===== config.mk =====
export PLATFORM = sky130hd
export DESIGN_NAME = alu_decode_stage_flat
export DESIGN_NICKNAME = d
export VERILOG_FILES = /design/src/rtl/alu_decode_stage_if.sv /design/src/rtl/alu_decode_stage.sv /design/src/flat_wrapper.sv
export SDC_FILE = /design/constraint.sdc
export NUM_CORES = 1
export LEC_CHECK = 0
export CORE_AREA = 2 2 91 93
export CTS_BUF_LIST = sky130_fd_sc_hd__clkbuf_16
export DETAILED_ROUTE_END_ITERATION = 6
export DIE_AREA = 0 0 93 95
export GPL_ROUTABILITY_DRIVEN = 0
export PLACE_DENSITY = 0.88
export SETUP_SLACK_MARGIN = 0.4
export SLEW_MARGIN = 5
export SYNTH_ARGS = -nofsm -noshare
export SYNTH_HDL_FRONTEND = slang
export SYNTH_SLANG_ARGS = --single-unit

===== constraint.sdc =====
create_clock -name clk -period 2.25 [get_ports clk]
set_input_delay 0.45 -clock clk [delete_from_list [all_inputs] [get_ports clk]]
set_output_delay 0.45 -clock clk [all_outputs]
set_load 0.01 [all_outputs]

===== src/rtl/alu_decode_stage_if.sv =====
// Fetch-to-decode and decode-to-execute handshake bundle for the ALU decode stage.
// master drives fetch-side inputs and the execute-side ready; slave is the stage itself.
interface alu_decode_stage_if #(parameter int XLEN = 32);
    logic            in_valid;
    logic            in_ready;
    logic [31:0]     in_instr;
    logic [XLEN-1:0] in_pc;
    logic            flush;
    logic            out_valid;
    logic            out_ready;
    logic [6:0]      out_optype;
    logic [2:0]      out_aluop;
    logic [6:0]      out_funct7;
    logic [4:0]      out_rs1;
    logic [4:0]      out_rs2;
    logic [4:0]      out_rd;
    logic [XLEN-1:0] out_imm;
    logic            out_use_imm;
    logic            out_reg_write;
    logic            out_illegal;
    logic [XLEN-1:0] out_pc;

    modport master (
        output in_valid, in_instr, in_pc, flush, out_ready,
        input  in_ready, out_valid, out_optype, out_aluop, out_funct7,
               out_rs1, out_rs2, out_rd, out_imm, out_use_imm,
               out_reg_write, out_illegal, out_pc
    );

    modport slave (
        input  in_valid, in_instr, in_pc, flush, out_ready,
        output in_ready, out_valid, out_optype, out_aluop, out_funct7,
               out_rs1, out_rs2, out_rd, out_imm, out_use_imm,
               out_reg_write, out_illegal, out_pc
    );
endinterface


===== src/rtl/alu_decode_stage.sv =====
// Purpose: RV32I OP/OP-IMM decode into ALU control fields, held in a single ID/EX register.
// Latency: 1 cycle from accept to out_valid; full throughput under continuous flow.
// Backpressure: in_ready = flush | !out_valid | out_ready; a stalled entry holds bit-stable.
module alu_decode_stage #(
    parameter int XLEN = 32
) (
    input logic               clk,
    input logic               rst_n,
    alu_decode_stage_if.slave bus
);
    localparam logic [6:0] OPC_REG = 7'b0110011;
    localparam logic [6:0] OPC_IMM = 7'b0010011;
    localparam logic [6:0] F7_ALT  = 7'b0100000;

    typedef struct packed {
        logic [6:0]      optype;
        logic [2:0]      aluop;
        logic [6:0]      funct7;
        logic [4:0]      rs1;
        logic [4:0]      rs2;
        logic [4:0]      rd;
        logic [XLEN-1:0] imm;
        logic            use_imm;
        logic            reg_write;
        logic            illegal;
        logic [XLEN-1:0] pc;
    } entry_t;

    entry_t     dec;
    entry_t     ent;
    logic       vld;
    logic       legal;
    logic       accept;
    logic [6:0] opcode;
    logic [2:0] f3;
    logic [6:0] f7;

    assign opcode = bus.in_instr[6:0];
    assign f3     = bus.in_instr[14:12];
    assign f7     = bus.in_instr[31:25];

    always_comb begin
        legal = 1'b0;
        unique case (opcode)
            OPC_REG: legal = (f3 != 3'b011) &&
                             ((f7 == 7'd0) || ((f7 == F7_ALT) && ((f3 == 3'b000) || (f3 == 3'b101))));
            OPC_IMM: begin
                unique case (f3)
                    3'b011:  legal = 1'b0;
                    3'b001:  legal = (f7 == 7'd0);
                    3'b101:  legal = (f7 == 7'd0) || (f7 == F7_ALT);
                    default: legal = 1'b1;
                endcase
            end
            default: legal = 1'b0;
        endcase
    end

    always_comb begin
        dec        = '0;
        dec.optype = opcode;
        dec.rs1    = bus.in_instr[19:15];
        dec.rs2    = (opcode == OPC_IMM) ? 5'd0 : bus.in_instr[24:20];
        dec.rd     = bus.in_instr[11:7];
        dec.pc     = bus.in_pc;
        if (legal) begin
            dec.aluop = f3;
            if (opcode == OPC_REG) begin
                dec.funct7 = f7;
            end else begin
                dec.use_imm = 1'b1;
                // Shift-immediates carry shamt in imm and the SRA/SRL qualifier in funct7.
                if ((f3 == 3'b001) || (f3 == 3'b101)) begin
                    dec.funct7 = f7;
                    dec.imm    = {{(XLEN-5){1'b0}}, bus.in_instr[24:20]};
                end else begin
                    dec.imm    = {{(XLEN-12){bus.in_instr[31]}}, bus.in_instr[31:20]};
                end
            end
        end
        dec.illegal   = !legal;
        dec.reg_write = legal && (bus.in_instr[11:7] != 5'd0);
    end

    assign bus.in_ready = bus.flush || !vld || bus.out_ready;
    assign accept       = bus.in_valid && bus.in_ready;

    always_ff @(posedge clk or negedge rst_n) begin
        if (!rst_n) begin
            vld <= 1'b0;
            ent <= '0;
        end else begin
            if (bus.flush)
                vld <= 1'b0;
            else if (accept)
                vld <= 1'b1;
            else if (bus.out_ready)
                vld <= 1'b0;
            // A flushed accept never loads, so the held entry stays put until refilled.
            if (accept && !bus.flush)
                ent <= dec;
        end
    end

    assign bus.out_valid     = vld;
    assign bus.out_optype    = ent.optype;
    assign bus.out_aluop     = ent.aluop;
    assign bus.out_funct7    = ent.funct7;
    assign bus.out_rs1       = ent.rs1;
    assign bus.out_rs2       = ent.rs2;
    assign bus.out_rd        = ent.rd;
    assign bus.out_imm       = ent.imm;
    assign bus.out_use_imm   = ent.use_imm;
    assign bus.out_reg_write = ent.reg_write;
    assign bus.out_illegal   = ent.illegal;
    assign bus.out_pc        = ent.pc;
endmodule


===== src/flat_wrapper.sv =====
// flat-port wrapper written by rule: the top's interface ports become plain ports
module alu_decode_stage_flat 
#(
    parameter int XLEN = 32
)
  (clk, rst_n, bus_in_valid, bus_in_instr, bus_in_pc, bus_flush, bus_out_ready, bus_in_ready, bus_out_valid, bus_out_optype, bus_out_aluop, bus_out_funct7, bus_out_rs1, bus_out_rs2, bus_out_rd, bus_out_imm, bus_out_use_imm, bus_out_reg_write, bus_out_illegal, bus_out_pc);
  alu_decode_stage_if #(.XLEN(XLEN)) bus_i ();
  input logic clk;
  input logic rst_n;
  input wire logic [$bits(bus_i.in_valid)-1:0] bus_in_valid;
  input wire logic [$bits(bus_i.in_instr)-1:0] bus_in_instr;
  input wire logic [$bits(bus_i.in_pc)-1:0] bus_in_pc;
  input wire logic [$bits(bus_i.flush)-1:0] bus_flush;
  input wire logic [$bits(bus_i.out_ready)-1:0] bus_out_ready;
  output wire logic [$bits(bus_i.in_ready)-1:0] bus_in_ready;
  output wire logic [$bits(bus_i.out_valid)-1:0] bus_out_valid;
  output wire logic [$bits(bus_i.out_optype)-1:0] bus_out_optype;
  output wire logic [$bits(bus_i.out_aluop)-1:0] bus_out_aluop;
  output wire logic [$bits(bus_i.out_funct7)-1:0] bus_out_funct7;
  output wire logic [$bits(bus_i.out_rs1)-1:0] bus_out_rs1;
  output wire logic [$bits(bus_i.out_rs2)-1:0] bus_out_rs2;
  output wire logic [$bits(bus_i.out_rd)-1:0] bus_out_rd;
  output wire logic [$bits(bus_i.out_imm)-1:0] bus_out_imm;
  output wire logic [$bits(bus_i.out_use_imm)-1:0] bus_out_use_imm;
  output wire logic [$bits(bus_i.out_reg_write)-1:0] bus_out_reg_write;
  output wire logic [$bits(bus_i.out_illegal)-1:0] bus_out_illegal;
  output wire logic [$bits(bus_i.out_pc)-1:0] bus_out_pc;
  assign bus_i.in_valid = bus_in_valid;
  assign bus_i.in_instr = bus_in_instr;
  assign bus_i.in_pc = bus_in_pc;
  assign bus_i.flush = bus_flush;
  assign bus_i.out_ready = bus_out_ready;
  assign bus_in_ready = bus_i.in_ready;
  assign bus_out_valid = bus_i.out_valid;
  assign bus_out_optype = bus_i.out_optype;
  assign bus_out_aluop = bus_i.out_aluop;
  assign bus_out_funct7 = bus_i.out_funct7;
  assign bus_out_rs1 = bus_i.out_rs1;
  assign bus_out_rs2 = bus_i.out_rs2;
  assign bus_out_rd = bus_i.out_rd;
  assign bus_out_imm = bus_i.out_imm;
  assign bus_out_use_imm = bus_i.out_use_imm;
  assign bus_out_reg_write = bus_i.out_reg_write;
  assign bus_out_illegal = bus_i.out_illegal;
  assign bus_out_pc = bus_i.out_pc;
  alu_decode_stage #(.XLEN(XLEN)) u_core (.clk(clk), .rst_n(rst_n), .bus(bus_i));
endmodule

==> summary.txt <==
Critical path
  – Number of buffer and inverter stages on the critical path: 2
  – Slowest cell on crit path: sky130_fd_sc_hd__clkdlybuf4s50_1
  – Reg2Reg Setup Slack: 0.82 ns
  – R2r startpoint: u_core.bus.out_valid
  – Cell family with the largest share of critical-path delay: buffers and inverters
  – Type of element capturing the critical path: primary output
  – Number of cells on the worst reg-to-reg path: 6
  – Start-to-end type of the worst setup path: in2out
  – Setup crit start kind: input port
  – Largest driver fanout on the critical path: 2
  – Peak per-stage delay on the critical path: approximately 0.40 ns
  – CP Cell Sequence: clkdlybuf4s50_1 -> nand2b_4 -> or2_2 -> buf_2
  – Worst endpoint data arrival time: 1.40 ns
  – Reg2Reg Capture Point: u_core.bus.out_imm[3]
  – Required time of the worst setup path: between 1.5 and 2 ns

Timing
  – Unrepaired setup endpoints after global routing: yes
  – Final setup violation count: 0
  – Max-slew violation count: 0
  – Post-Route Skew: around 0.0048 ns
  – Highest clock rate: roughly 540 MHz
  – Worst setup slack after layout: roughly 0.40 ns
  – Fin. Hold Viols: 0
  – Worst slack on hold paths: 0.08640 ns
  – Fin crit period: between 1.5 and 2 ns
  – Least-Margin Pin Slew: approximately 0.49 ns
  – Ratio of final minimum period to clock period: 82.40%
  – Tightest slew margin relative to the limit: about two thirds

Place
  – DP Wirelength: roughly 6.7 mm
  – Pre-CTS setup slack: -0.03676 ns
  – Instance area after placement: ~5000 um2
  – Cell Count Post-Placement: about 580
  – Number of I/O port buffers: between 150 and 200

Synth
  – Largest family of logic cells by synthesized area: simple AND/OR/NAND/NOR gates
  – Share of synthesized area spent on multiplexers: 0%
  – Cell area after synthesis: between 3000 and 4000 um2
  – Simple-Gate Fraction of Synth Area: 23.28%
  – Mean area per synthesized cell: 10.02 um2
  – YS warnings: 0
  – Synth Area in XOR/XNOR: 0%
  – Post-Synthesis Cells: approximately 330
  – Number of different library cells in the post-synthesis netlist: 29
  – Total of flip-flops plus latches after synthesis: 80
  – Complex-gate fraction of the synthesized area: around 9%
  – Number of nets produced by synthesis: just under 400
  – Portion of the post-synthesis area used by sequential elements: 61.07%
  – Arithmetic-cell share of the synthesized area counting full adders, half adders and majority gates: 0%

Cells and area
  – Final antenna diode count: 0
  – Final std cell area, no fill: ~5400 um2
  – Count of placed standard cells in the final layout, fillers left out: 598
  – Proportion of layout cells with a drive suffix above 1: 9.736%
  – Net count of the finished layout: 557
  – Area growth from synthesis to final layout: 63.32%

Detailed routing
  – ANT nets after route: 0
  – 1st-iter DRT viols: between 150 and 200
  – Detailed-route wire length: 8.929 mm
  – Met3 WL post-DR: 581 um
  – Count of vias placed by the detailed router: around 2.9k
  – Uppermost layer routed: met4
  – Detailed-route wire length per cell: 14.93 um
  – Met1 wire length: 3.627 mm
  – DRC errors left: 0
  – First-pass detailed-route iteration total: 4
  – Met2 Wirelength: 4.629 mm
  – Vias per std cell: about 4.8

Clocking
  – H-Tree Depth: 3
  – Number of sinks handled by clock tree synthesis: 80
  – Number of hold buffers added after cts: 0
  – Root buffer selected by CTS: sky130_fd_sc_hd__clkbuf_16
  – TritonCTS Buffers: 9
  – Skew-Pair Late Insertion Delay: around 0.32 ns
  – Clock-pin slew of the registers on the worst-case setup and hold paths: approximately 0.06 ns
  – TritonCTS clock tree: done
  – Clock Path Buffers: 2

Power
  – Pleak: ~2.8 nW
  – Post-layout total power: ~3.8 mW
  – Power density over the cells: between 700 and 800 nW/um2
  – VDD IR max: 0.0004288 V

Floorplanning
  – Die area: 8835 um2
  – Die width: about 93 um
  – Placement Rows: 33
  – Die height: between 90 and 100 um
  – Starting utilization of the core area: 41.35%
  – Area inside the core boundary: around 7900 um2
  – Ports: 170

Hold path
  – Path class of the lowest-slack min-delay path: in2async

Run status
  – Run status: completed

Global routing
  – Wire length of the first global-routing pass: about 14 mm
  – Remaining Overflow, GRT: 0
  – Aggregate global-route resource usage: 20.49%
  – Via count of the first global-routing pass: 2863
  – Pin count of the biggest net entering global routing: 44
  – Number of antenna violations at the first check in global routing: 0

Flow run
  – Number of max-cap violations: 0
synthesized netlist by cell type:
cell type                   number  area share (%)
sky130_fd_sc_hd__dfrtp_1        80              61
sky130_fd_sc_hd__buf_2           3            0.46
sky130_fd_sc_hd__nor4_4          2             1.3
sky130_fd_sc_hd__clkbuf_1       12             1.4
sky130_fd_sc_hd__a21oi_1         2            0.31
sky130_fd_sc_hd__a2111oi_4       1            0.84
sky130_fd_sc_hd__and2_1          7             1.3
sky130_fd_sc_hd__a21o_2          1            0.27
sky130_fd_sc_hd__nor4b_2         1            0.46
sky130_fd_sc_hd__buf_4          20             4.6
sky130_fd_sc_hd__a32o_1          2            0.61
sky130_fd_sc_hd__nand2b_1        2            0.38
sky130_fd_sc_hd__a22o_2          1            0.31
sky130_fd_sc_hd__a22o_1         19             5.1
sky130_fd_sc_hd__o21a_1          2            0.46
sky130_fd_sc_hd__nor2_1          5            0.57
sky130_fd_sc_hd__inv_1           1            0.11
sky130_fd_sc_hd__a2bb2oi_1       1            0.27
sky130_fd_sc_hd__o211ai_1        1            0.23
sky130_fd_sc_hd__nor3_1          5            0.76
sky130_fd_sc_hd__nand3_2         1            0.31
sky130_fd_sc_hd__o211ai_2        1            0.38
sky130_fd_sc_hd__nand2_1       150              17
sky130_fd_sc_hd__nand2_2         1            0.19
sky130_fd_sc_hd__nor2b_1         2            0.38
sky130_fd_sc_hd__o21bai_1        1            0.23
sky130_fd_sc_hd__or2_2           1            0.19
sky130_fd_sc_hd__and2b_1         1            0.23
sky130_fd_sc_hd__o21ai_0         1            0.15
final cells by class:
cell class / instances / area (um2)
well taps: 105 / 131.4
multi-input cells: 211 / 1086
clock buffers: 9 / 225.2
clock inverters: 7 / 62.56
fillers: 630 / 2574
inverters: 1 / 3.754
repair buffers: 185 / 1842
flip-flops and latches: 80 / 2003
power breakdown:
| part | switching, mW | total, mW | internal [mW] |
|---|---|---|---|
| sequential | 0.0841 | 1.67 | 1.59 |
| clock | 0.546 | 1.39 | 0.847 |
| combinational | 0.333 | 0.775 | 0.442 |
| total | 0.963 | 3.84 | 2.87 |
sequential cells by signal, summed over array words and instances, names as in the netlist:
| register | flops |
|---|---|
| u_core.bus.out_reg_write | 1 |
| u_core.bus.out_rs2 | 5 |
| u_core.bus.out_pc | 32 |
| u_core.bus.out_rs1 | 5 |
| u_core.bus.out_funct7 | 7 |
| u_core.bus.out_optype | 7 |
| u_core.bus.out_rd | 5 |
| u_core.bus.out_illegal | 1 |
| u_core.bus.out_use_imm | 1 |
| u_core.bus.out_valid | 1 |
| u_core.bus.out_aluop | 3 |
| u_core.bus.out_imm | 12 |
through the flow:
step                      TNS (ns)  util [%]
after floorplan                  0         -
after CTS                        0     66.76
final                            0     67.53
after global placement           0     62.82
after global routing             0     67.53
after detailed placement   -0.1325     62.82
how the worst max path moves through the flow:
stage                startpoint                     to  slack [ns]  depth (start not counted)
6_report          bus_out_ready           bus_in_ready        0.40                          4
5_1_grt           bus_out_ready           bus_in_ready        0.37                          4
4_1_cts           bus_out_ready           bus_in_ready        0.30                          4
3_5_place_dp       bus_in_valid  u_core.bus.out_imm[3]       -0.04                          5
3_3_place_gp       bus_in_valid  u_core.bus.out_imm[3]       0.009                          5
2_1_floorplan  bus_in_instr[25]  u_core.bus.out_imm[0]        0.72                          4
cell usage in the layout, fill, tap and decap left out, types with 2 or more instances in the layout:
| cell | count |
|---|---|
| sky130_fd_sc_hd__nand2_2 | 2 |
| sky130_fd_sc_hd__buf_4 | 16 |
| sky130_fd_sc_hd__a21oi_1 | 2 |
| sky130_fd_sc_hd__nand2_1 | 149 |
| sky130_fd_sc_hd__dlymetal6s2s_1 | 14 |
| sky130_fd_sc_hd__clkinv_2 | 2 |
| sky130_fd_sc_hd__nor2_1 | 5 |
| sky130_fd_sc_hd__nor3_1 | 5 |
| sky130_fd_sc_hd__and2_1 | 6 |
| sky130_fd_sc_hd__clkinvlp_4 | 2 |
| sky130_fd_sc_hd__clkbuf_16 | 9 |
| sky130_fd_sc_hd__dfrtp_1 | 79 |
| sky130_fd_sc_hd__a22o_1 | 19 |
| sky130_fd_sc_hd__clkinv_1 | 2 |
| sky130_fd_sc_hd__clkdlybuf4s50_1 | 145 |
| sky130_fd_sc_hd__o21a_1 | 2 |
| sky130_fd_sc_hd__a32o_1 | 2 |
| sky130_fd_sc_hd__nor4_4 | 2 |
| sky130_fd_sc_hd__dlygate4sd2_1 | 8 |
kinds of logic after synthesis:
family,count (synthesis)
flip-flops,80
buffers and inverters,36
AO/OA/AOI/OAI,33
AND/OR/NAND/NOR,178
routing by layer:
metal  global-route usage [%]  vias up
met5                        0        -
met4                    5.270        0
met3                    5.507       11
met2                    37.26      108
met1                    24.05     1377
li1                         -     1360
repair_timing:
item | CTS | global route
endpoints found under the setup margin | 35 | 28
pin swaps | 0 | 5
resized for setup | 14 | 17
setup buffers | 3 | 3
Note: power is estimated with default switching activity, not from simulation.
